[config.mk]
export PLATFORM = sky130hd
export DESIGN_NAME = mem_port_arbiter_flat
export DESIGN_NICKNAME = d
export VERILOG_FILES = /design/src/rtl/mem_port_arbiter_if.sv /design/src/rtl/mem_port_arbiter.sv /design/src/flat_wrapper.sv
export SDC_FILE = /design/constraint.sdc
export NUM_CORES = 1
export LEC_CHECK = 0
export CORE_UTILIZATION = 41
export CTS_CLUSTER_SIZE = 12
export DETAILED_ROUTE_END_ITERATION = 6
export PLACE_DENSITY_LB_ADDON = 0.08
export SLEW_MARGIN = 20
export SYNTH_ARGS = -nofsm -noshare
export SYNTH_HDL_FRONTEND = slang
export SYNTH_SLANG_ARGS = --single-unit
[constraint.sdc]
create_clock -name clk -period 1.78 [get_ports clk]
set_input_delay 0.534 -clock clk [delete_from_list [all_inputs] [get_ports clk]]
set_output_delay 0.534 -clock clk [all_outputs]
set_load 0.02 [all_outputs]
[src/rtl/mem_port_arbiter_if.sv]
// Bundles the fetch port, the load/store port and the memory port of mem_port_arbiter.
// slave is the arbiter's view; master is the view of the requesters and the memory.
interface mem_port_arbiter_if #(
    parameter int ADDR_W = 16,
    parameter int DATA_W = 16
);
    logic              f_req;
    logic [ADDR_W-1:0] f_addr;
    logic              f_gnt;
    logic              f_rvalid;
    logic [DATA_W-1:0] f_rdata;

    logic              d_req;
    logic              d_we;
    logic              d_seg;
    logic [ADDR_W-1:0] d_addr;
    logic [DATA_W-1:0] d_wdata;
    logic              d_gnt;
    logic              d_rvalid;
    logic [DATA_W-1:0] d_rdata;

    logic              mem_e;
    logic              mem_we;
    logic              mem_seg;
    logic [ADDR_W-1:0] mem_addr;
    logic [DATA_W-1:0] mem_wdata;
    logic [DATA_W-1:0] mem_rdata;

    modport slave (
        input  f_req, f_addr, d_req, d_we, d_seg, d_addr, d_wdata, mem_rdata,
        output f_gnt, f_rvalid, f_rdata, d_gnt, d_rvalid, d_rdata,
        output mem_e, mem_we, mem_seg, mem_addr, mem_wdata
    );

    modport master (
        output f_req, f_addr, d_req, d_we, d_seg, d_addr, d_wdata, mem_rdata,
        input  f_gnt, f_rvalid, f_rdata, d_gnt, d_rvalid, d_rdata,
        input  mem_e, mem_we, mem_seg, mem_addr, mem_wdata
    );
endinterface

[src/rtl/mem_port_arbiter.sv]
// Single-port memory arbiter between instruction fetch and load/store traffic.
// Each access runs IDLE -> ISSUE -> (WAIT x MEM_LAT for reads) -> IDLE.
module mem_port_arbiter #(
    parameter int ADDR_W     = 16,
    parameter int DATA_W     = 16,
    parameter int MEM_LAT    = 1,
    parameter int STARVE_MAX = 3
) (
    input  logic                   clk,
    input  logic                   rst_b,
    mem_port_arbiter_if.slave      bus,
    output logic                   busy
);
    localparam int LAT_W = (MEM_LAT > 1) ? $clog2(MEM_LAT) : 1;
    localparam int CNT_W = $clog2(STARVE_MAX + 1);

    typedef enum logic [1:0] {IDLE, ISSUE, WAIT} state_e;

    state_e            state_q, state_d;
    logic              own_d_q, own_d_d;   // 1: data port owns the access
    logic              we_q, we_d;
    logic              seg_q, seg_d;
    logic [ADDR_W-1:0] addr_q, addr_d;
    logic [DATA_W-1:0] wdata_q, wdata_d;
    logic [LAT_W-1:0]  lat_q, lat_d;
    logic [CNT_W-1:0]  starve_q, starve_d;
    logic              f_rvalid_q, f_rvalid_d;
    logic              d_rvalid_q, d_rvalid_d;
    logic [DATA_W-1:0] f_rdata_q, f_rdata_d;
    logic [DATA_W-1:0] d_rdata_q, d_rdata_d;

    always_ff @(posedge clk or negedge rst_b) begin
        if (!rst_b) begin
            state_q    <= IDLE;
            own_d_q    <= 1'b0;
            we_q       <= 1'b0;
            seg_q      <= 1'b0;
            addr_q     <= '0;
            wdata_q    <= '0;
            lat_q      <= '0;
            starve_q   <= '0;
            f_rvalid_q <= 1'b0;
            d_rvalid_q <= 1'b0;
            f_rdata_q  <= '0;
            d_rdata_q  <= '0;
        end else begin
            state_q    <= state_d;
            own_d_q    <= own_d_d;
            we_q       <= we_d;
            seg_q      <= seg_d;
            addr_q     <= addr_d;
            wdata_q    <= wdata_d;
            lat_q      <= lat_d;
            starve_q   <= starve_d;
            f_rvalid_q <= f_rvalid_d;
            d_rvalid_q <= d_rvalid_d;
            f_rdata_q  <= f_rdata_d;
            d_rdata_q  <= d_rdata_d;
        end
    end

    always_comb begin
        state_d    = state_q;
        own_d_d    = own_d_q;
        we_d       = we_q;
        seg_d      = seg_q;
        addr_d     = addr_q;
        wdata_d    = wdata_q;
        lat_d      = lat_q;
        starve_d   = starve_q;
        f_rvalid_d = 1'b0;
        d_rvalid_d = 1'b0;
        f_rdata_d  = f_rdata_q;
        d_rdata_d  = d_rdata_q;
        case (state_q)
            IDLE: begin
                if (!bus.f_req) starve_d = '0;
                // Data wins unless fetch has been passed over STARVE_MAX times in a row.
                if (bus.d_req && !(bus.f_req && starve_q == CNT_W'(STARVE_MAX))) begin
                    state_d = ISSUE;
                    own_d_d = 1'b1;
                    we_d    = bus.d_we;
                    seg_d   = bus.d_seg;
                    addr_d  = bus.d_addr;
                    wdata_d = bus.d_wdata;
                    if (bus.f_req) starve_d = starve_q + CNT_W'(1);
                end else if (bus.f_req) begin
                    state_d  = ISSUE;
                    own_d_d  = 1'b0;
                    we_d     = 1'b0;
                    seg_d    = 1'b0;
                    addr_d   = bus.f_addr;
                    wdata_d  = '0;
                    starve_d = '0;
                end
            end
            ISSUE: begin
                state_d = we_q ? IDLE : WAIT;
                lat_d   = LAT_W'(MEM_LAT - 1);
            end
            WAIT: begin
                if (lat_q == '0) begin
                    state_d = IDLE;
                    if (own_d_q) begin
                        d_rdata_d  = bus.mem_rdata;
                        d_rvalid_d = 1'b1;
                    end else begin
                        f_rdata_d  = bus.mem_rdata;
                        f_rvalid_d = 1'b1;
                    end
                end else begin
                    lat_d = lat_q - LAT_W'(1);
                end
            end
            default: state_d = IDLE;
        endcase
    end

    logic issue;
    assign issue         = (state_q == ISSUE);
    assign busy          = (state_q != IDLE);
    assign bus.mem_e     = issue;
    assign bus.mem_we    = issue & we_q;
    assign bus.mem_seg   = issue & seg_q;
    assign bus.mem_addr  = issue ? addr_q  : '0;
    assign bus.mem_wdata = issue ? wdata_q : '0;
    assign bus.f_gnt     = issue & ~own_d_q;
    assign bus.d_gnt     = issue &  own_d_q;
    assign bus.f_rvalid  = f_rvalid_q;
    assign bus.d_rvalid  = d_rvalid_q;
    assign bus.f_rdata   = f_rdata_q;
    assign bus.d_rdata   = d_rdata_q;
endmodule

[src/flat_wrapper.sv]
// flat-port wrapper written by rule: the top's interface ports become plain ports
module mem_port_arbiter_flat 
#(
    parameter int ADDR_W     = 16,
    parameter int DATA_W     = 16,
    parameter int MEM_LAT    = 1,
    parameter int STARVE_MAX = 3
)
  (clk, rst_b, busy, bus_f_req, bus_f_addr, bus_d_req, bus_d_we, bus_d_seg, bus_d_addr, bus_d_wdata, bus_mem_rdata, bus_f_gnt, bus_f_rvalid, bus_f_rdata, bus_d_gnt, bus_d_rvalid, bus_d_rdata, bus_mem_e, bus_mem_we, bus_mem_seg, bus_mem_addr, bus_mem_wdata);
  mem_port_arbiter_if #(.ADDR_W(ADDR_W), .DATA_W(DATA_W)) bus_i ();
  input  logic clk;
  input  logic rst_b;
  output logic busy;
  input wire logic [$bits(bus_i.f_req)-1:0] bus_f_req;
  input wire logic [$bits(bus_i.f_addr)-1:0] bus_f_addr;
  input wire logic [$bits(bus_i.d_req)-1:0] bus_d_req;
  input wire logic [$bits(bus_i.d_we)-1:0] bus_d_we;
  input wire logic [$bits(bus_i.d_seg)-1:0] bus_d_seg;
  input wire logic [$bits(bus_i.d_addr)-1:0] bus_d_addr;
  input wire logic [$bits(bus_i.d_wdata)-1:0] bus_d_wdata;
  input wire logic [$bits(bus_i.mem_rdata)-1:0] bus_mem_rdata;
  output wire logic [$bits(bus_i.f_gnt)-1:0] bus_f_gnt;
  output wire logic [$bits(bus_i.f_rvalid)-1:0] bus_f_rvalid;
  output wire logic [$bits(bus_i.f_rdata)-1:0] bus_f_rdata;
  output wire logic [$bits(bus_i.d_gnt)-1:0] bus_d_gnt;
  output wire logic [$bits(bus_i.d_rvalid)-1:0] bus_d_rvalid;
  output wire logic [$bits(bus_i.d_rdata)-1:0] bus_d_rdata;
  output wire logic [$bits(bus_i.mem_e)-1:0] bus_mem_e;
  output wire logic [$bits(bus_i.mem_we)-1:0] bus_mem_we;
  output wire logic [$bits(bus_i.mem_seg)-1:0] bus_mem_seg;
  output wire logic [$bits(bus_i.mem_addr)-1:0] bus_mem_addr;
  output wire logic [$bits(bus_i.mem_wdata)-1:0] bus_mem_wdata;
  assign bus_i.f_req = bus_f_req;
  assign bus_i.f_addr = bus_f_addr;
  assign bus_i.d_req = bus_d_req;
  assign bus_i.d_we = bus_d_we;
  assign bus_i.d_seg = bus_d_seg;
  assign bus_i.d_addr = bus_d_addr;
  assign bus_i.d_wdata = bus_d_wdata;
  assign bus_i.mem_rdata = bus_mem_rdata;
  assign bus_f_gnt = bus_i.f_gnt;
  assign bus_f_rvalid = bus_i.f_rvalid;
  assign bus_f_rdata = bus_i.f_rdata;
  assign bus_d_gnt = bus_i.d_gnt;
  assign bus_d_rvalid = bus_i.d_rvalid;
  assign bus_d_rdata = bus_i.d_rdata;
  assign bus_mem_e = bus_i.mem_e;
  assign bus_mem_we = bus_i.mem_we;
  assign bus_mem_seg = bus_i.mem_seg;
  assign bus_mem_addr = bus_i.mem_addr;
  assign bus_mem_wdata = bus_i.mem_wdata;
  mem_port_arbiter #(.ADDR_W(ADDR_W), .DATA_W(DATA_W), .MEM_LAT(MEM_LAT), .STARVE_MAX(STARVE_MAX)) u_core (.clk(clk), .rst_b(rst_b), .bus(bus_i), .busy(busy));
endmodule
==> After elaboration in Yosys (flattened, before gate mapping) <==
Index checks and enable logic that the tools add are counted.
{ "classes": {"mux": 25, "eq_ne": 5, "bitwise_logic": 6, "n_addsub": 2, "n_reduce_logical": 11} }
{ "ops": {"columns": ["cell", "count"], "rows": [
  ["2-to-1 mux 16 bit", 6],
  ["2-to-1 mux 2 bit", 6],
  ["2-to-1 mux 1 bit", 11],
  ["case mux 2 bit (3 select lines)", 1],
  ["AND reduction 3 bit", 2],
  ["nonzero test 2 bit", 3],
  ["AND 1 bit", 4],
  ["equality test 2 bit (second input constant)", 2],
  ["AND reduction 2 bit", 2],
  ["!= test 3 x 2 -> 1 bit (second input constant)", 1],
  ["adder 2 x 1 -> 2 bit (second input constant)", 1],
  ["equality test 2 x 1 -> 1 bit (second input constant)", 1],
  ["logical AND 1 bit", 2],
  ["zero test 2 bit", 1],
  ["!= test 2 bit (second input constant)", 1],
  ["NOT 1 bit", 2],
  ["case mux 1 bit (2 select lines)", 1],
  ["zero test 1 bit", 1],
  ["subtractor 1 bit (second input constant)", 1]
]} }
{ "word_totals": {"inputBits": 70, "elab_cells": 61, "regBits": 74, "out_inout_bits": 72} }

==> Depth between registers and ports, before layout <==
{ "depth": {"word_depth": 6, "mapped_depth": 6, "mapped_depth_nobuf": 4} }

==> Worst setup path before layout <==
OpenSTA, ideal clock, no wires.
{ "synth_path": {"path_type": "register to output", "startpoint": "register u_core.state_q[1]", "endpoint": "output bus_mem_addr[11]", "t_arrival_ps": 1375, "n_path_buf": 1, "path_stages_with_launch": 5, "t_required_ps": 1246, "slack_ps": -129, "cell_sequence": "dfrtp_1 > nand2b_1 > inv_1 > clkbuf_1 > and2_1"} }
{ "synth_via": {"elab_chain_len": 2} }
{ "synth_rtl": {"columns": ["element", "line_no", "rtl"], "rows": [
  ["start, declared", "mem_port_arbiter.sv:19", "state_e state_q, state_d;"],
  ["start signal, assigned", "mem_port_arbiter.sv:47", "state_q <= state_d;"],
  ["equality test 2 x 1 -> 1 bit", "mem_port_arbiter.sv:120", "assign issue = (state_q == ISSUE);"],
  ["net bus_mem_e", "flat_wrapper.sv:28", "output wire logic [$bits(bus_i.mem_e)-1:0] bus_mem_e;"],
  ["2-to-1 mux 16 bit", "mem_port_arbiter.sv:125", "assign bus.mem_addr = issue ? addr_q : '0;"],
  ["end, declared", "flat_wrapper.sv:31", "output wire logic [$bits(bus_i.mem_addr)-1:0] bus_mem_addr;"]
]} }
The timed path passes the listed nets, and every way through them passes these cells.

==> Final worst setup path <==
{ "layout_path": {"startpoint": "register u_core.state_q[1]", "endpoint": "output bus_d_gnt"} }
{ "layout_via": {"elab_chain_len": 2} }
{ "layout_rtl": {"columns": ["element", "line_no", "rtl"], "rows": [
  ["equality test 2 x 1 -> 1 bit", "mem_port_arbiter.sv:120", null],
  ["AND 1 bit", "mem_port_arbiter.sv:128", "assign bus.d_gnt = issue & own_d_q;"],
  ["end, declared", "flat_wrapper.sv:25", "output wire logic [$bits(bus_i.d_gnt)-1:0] bus_d_gnt;"]
]} }
No other way between the ends.

==> summary.md <==
Based on the critical path, the design can be clocked at up to 508.4 MHz. The final layout contains routed wiring with a total length of 7891 µm. Routability-driven placement finished with a final weighted congestion of 0.7689.

The initial antenna violation count was 0. For this design the top-level I/O count stands at 142. Of the available clock period, the critical path in the final layout requires 110.5%. The buffer cell driving the clock tree root was clkbuf_8. The logs give 2586 for the number of global-route vias before repair and 3113 µm² for the mapped cell area.

Port buffering added 141 buffers. The initial utilization of the core area, before any placement, comes to 42.69%. The tool flagged a number of max-cap violations equal to 0. Counting instances in the post-synthesis netlist gives the leading cell types as dfrtp_1, and2_1, nand2_1.

The routed layout has 2579 vias. In the final layout, flip-flops and latches occupy 1827 µm². After clock tree synthesis, the clock-pin slew on the worst setup and hold paths is 70 ps.

In the final layout, the share of cells above drive strength 1 is 34.59%. Count of endpoints failing hold in the final timing report: 0. Sequential fraction of the synthesis area: 58.68%. After detailed routing, the number of vias per cell comes to 4.922.

The shortest clock period the worst path allows after layout works out to 1967 ps. Compared with the post-synthesis result, the final layout area differs by 65.15%. For the worst path setup slack after routing, the log shows -187.1 ps.

In this run the core area contains 31 standard-cell rows. The total area inside the core boundary comes to 7292 µm². The biggest area consumer among synthesized cells is dfrtp_1.

In this run, distinct cell masters in the synthesized netlist total 25. Detailed placement ended at an HPWL of 5436 µm. The total overflow reported by the global router is 0.

Kind of start point of the critical path: a flop. The slew at the pin with the worst max-slew slack was 272.5 ps. Once detail routing completed, the nets flagged for antenna violations numbered 0. Highest cell delay on the worst timing path: 390 ps. Once placement finished, the instance area stood at 4757 µm². The per-instance average area after synthesis was 12.07 µm². For this block, the initial DRC count from the detailed router was 57. The critical path goes through nand2b_4, inv_6, buf_6, buf_6, and2_4, buf_6. Clock tree synthesis inserted a total of 9 buffers. Setup repair after global routing could not meet its margin everywhere. The overall power is 9.425 mW, and the final sum of negative setup slack is -4706 ps. The count of endpoints failing setup in the final report was 38. The worst-case clock buffer depth is 2. The critical path buffer and inverter count came out at 4.

On the critical path, the stage with the largest delay is an instance of dfrtp_1. For this run, the number of Yosys warnings is 0. Dividing the detail-routed wire length by the instance count gives 15.06 µm. Cells fill 70.50% of the core in the end. For the global router's overall resource usage, the log shows 20.49%. The cell that appears most often on the critical path is buf_6. 0 antenna diodes ended up in the layout. From left edge to right edge, the die measures 89.14 µm.

The logs give 586 for the count of filler cells inserted in the layout and 1250 ps for the data required time of the worst path. For the worst setup path, the data arrival time is 1430 ps. The most numerous cell in the Yosys netlist was dfrtp_1. Of the post-synthesis cell area, the dominant cell type holds 58.68%.

The logs give 12240 µm for the wire length of the first global-routing pass and 5141 µm² for the final instance area. Worst min-delay path class: reg2reg. In this run the vertical extent of the chip is 89.14 µm. The synthesized instance count came out at 258.

At the placement stage, the worst setup path has a slack of -333.2 ps. For this design the static power due to leakage is 2.395 nW. In the synthesized netlist the dominant register cell turns out to be dfrtp_1.

After synthesis the netlist holds a flip-flop and latch count of 73. In this run the number of H-tree levels came out at 3. The run gives 491 as the post-layout net count. The ratio of total power to cell area came out at 1833 nW/µm².

TritonCTS built the clock tree. The run gives 0 as the post-route DRC violation count. The worst setup path is captured at a primary output. Worst slew slack as a fraction of its limit: 81.76%. The flow ran to the end, but the final reports show violations. The tools report the area of the die as 7945 µm². The number of enable flip-flop cells after synthesis works out to 0.

The highest net fanout along the worst path came out at 5. At the later pin of the worst-skew pair, clock insertion delay measures 330 ps. In the final layout, the multi-input gates occupy 1261 µm². The final reports fail on negative setup slack. Entering global routing, the biggest net connects 46 pins. Detailed-router iteration count before antenna repair: 4.

The clock drives 73 sinks. The critical path is of the reg2out type. The peak ir drop on the vdd network came out at 0.8248 mV. The clock arrives with 10.56 ps of skew.

On the critical path the largest part of the delay comes from buffers and inverters. The tools report the net count after synthesis as 329. For the final-report max-slew violation count, the log shows 0. Ranked by total cell area, the synthesized netlist is headed by dfrtp_1, mux2_2, and2_1, a22o_1, nand2_1.

Of all flip-flops after synthesis, the portion carrying an async set or reset was 100.0%.
[state kept, by name (all words and copies together), names as in the netlist, 2 cells and up]
signal              flops
u_core.state_q          2
u_core.bus.d_rdata     16
u_core.wdata_q         16
u_core.starve_q         2
u_core.bus.f_rdata     16
u_core.addr_q          16
[repair_timing]
action | CTS | global route
setup buffers | 5 | 3
gates cloned | 3 | 0
hold endpoints to repair | 1 | 0
endpoints found under the setup margin | 72 | 43
pin swaps | 25 | 2
hold buffers | 1 | 0
resized for setup | 290 | 11
[cells by family after synthesis]
kind of cell / after synthesis / share of synthesized area [%]
AND/OR/NAND/NOR: 77 / 13.30
flip-flops: 73 / 58.68
AO/OA/AOI/OAI: 55 / 12.38
multiplexers: 32 / 11.58
adder cells (fa/ha/maj): 1 / 0.4019
buffers and inverters: 20 / 3.658
[where the power goes]
group          switching [mW]  internal (mW)  total, mW
clock network           0.577          0.826       1.40
logic                    2.45           2.64       5.09
registers               0.443           2.49       2.93
total                    3.47           5.95       9.43
[worst paths after layout]
| kind | from | endpoint | slack [ps] | depth (start not counted) |
|---|---|---|---|---|
| max | u_core.state_q[1]$_DFFE_PN0P_ | bus_d_gnt | -190 | 6 |
| max reg2reg | u_core.state_q[0]$_DFFE_PN0P_ | u_core.wdata_q[15]$_DFFE_PN0P_ | 90 | 7 |
| max in group asynchronous | rst_b | u_core.addr_q[3]$_DFFE_PN0P_ | 820 | 3 |
| min | u_core.we_q$_DFFE_PN0P_ | u_core.state_q[1]$_DFFE_PN0P_ | 490 | 1 |
| min in group asynchronous | rst_b | u_core.bus.d_rdata[1]$_DFFE_PN0P_ | 540 | 2 |
| min reg2reg | u_core.we_q$_DFFE_PN0P_ | u_core.state_q[1]$_DFFE_PN0P_ | 490 | 1 |
[layout make-up]
| type | count | share of cell area, % |
|---|---|---|
| Inverter | 4 | 0.4867 |
| Timing Repair Buffer | 167 | 32.76 |
| Clock buffer | 11 | 2.750 |
| Tap cell | 99 | 2.409 |
| Sequential cell | 73 | 35.53 |
| Multi-Input combinational cell | 165 | 24.53 |
| Clock inverter | 5 | 1.533 |
[stage by stage]
stage,hold WS (ps),instances
3_3_place_gp,341.2,500
5_1_grt,495.2,524
4_1_cts,488.3,525
3_5_place_dp,341.0,500
6_report,485.4,524
2_1_floorplan,238.4,258
[placed cells by master, fill, tap and decap left out, types with 7 or more instances in the layout]
cell type / count
a21oi_1: 16
buf_4: 23
buf_6: 34
clkdlybuf4s50_1: 68
and2_1: 10
a22o_1: 19
dlygate4sd2_1: 34
buf_12: 7
and2_4: 25
clkbuf_8: 10
a31oi_1: 16
nand2_1: 32
mux2_2: 32
dfrtp_1: 73
[metal layers]
metal / vias to the layer above / part of all wire (%) / GRT usage [%]
li1: 1223 / - / -
met2: 92 / 50 / 35.32
met4: 0 / 1.6 / 5.772
met5: - / 0 / 0
met1: 1254 / 42 / 25.33
met3: 10 / 6.2 / 5.633
(Power assumes the default switching activity.)
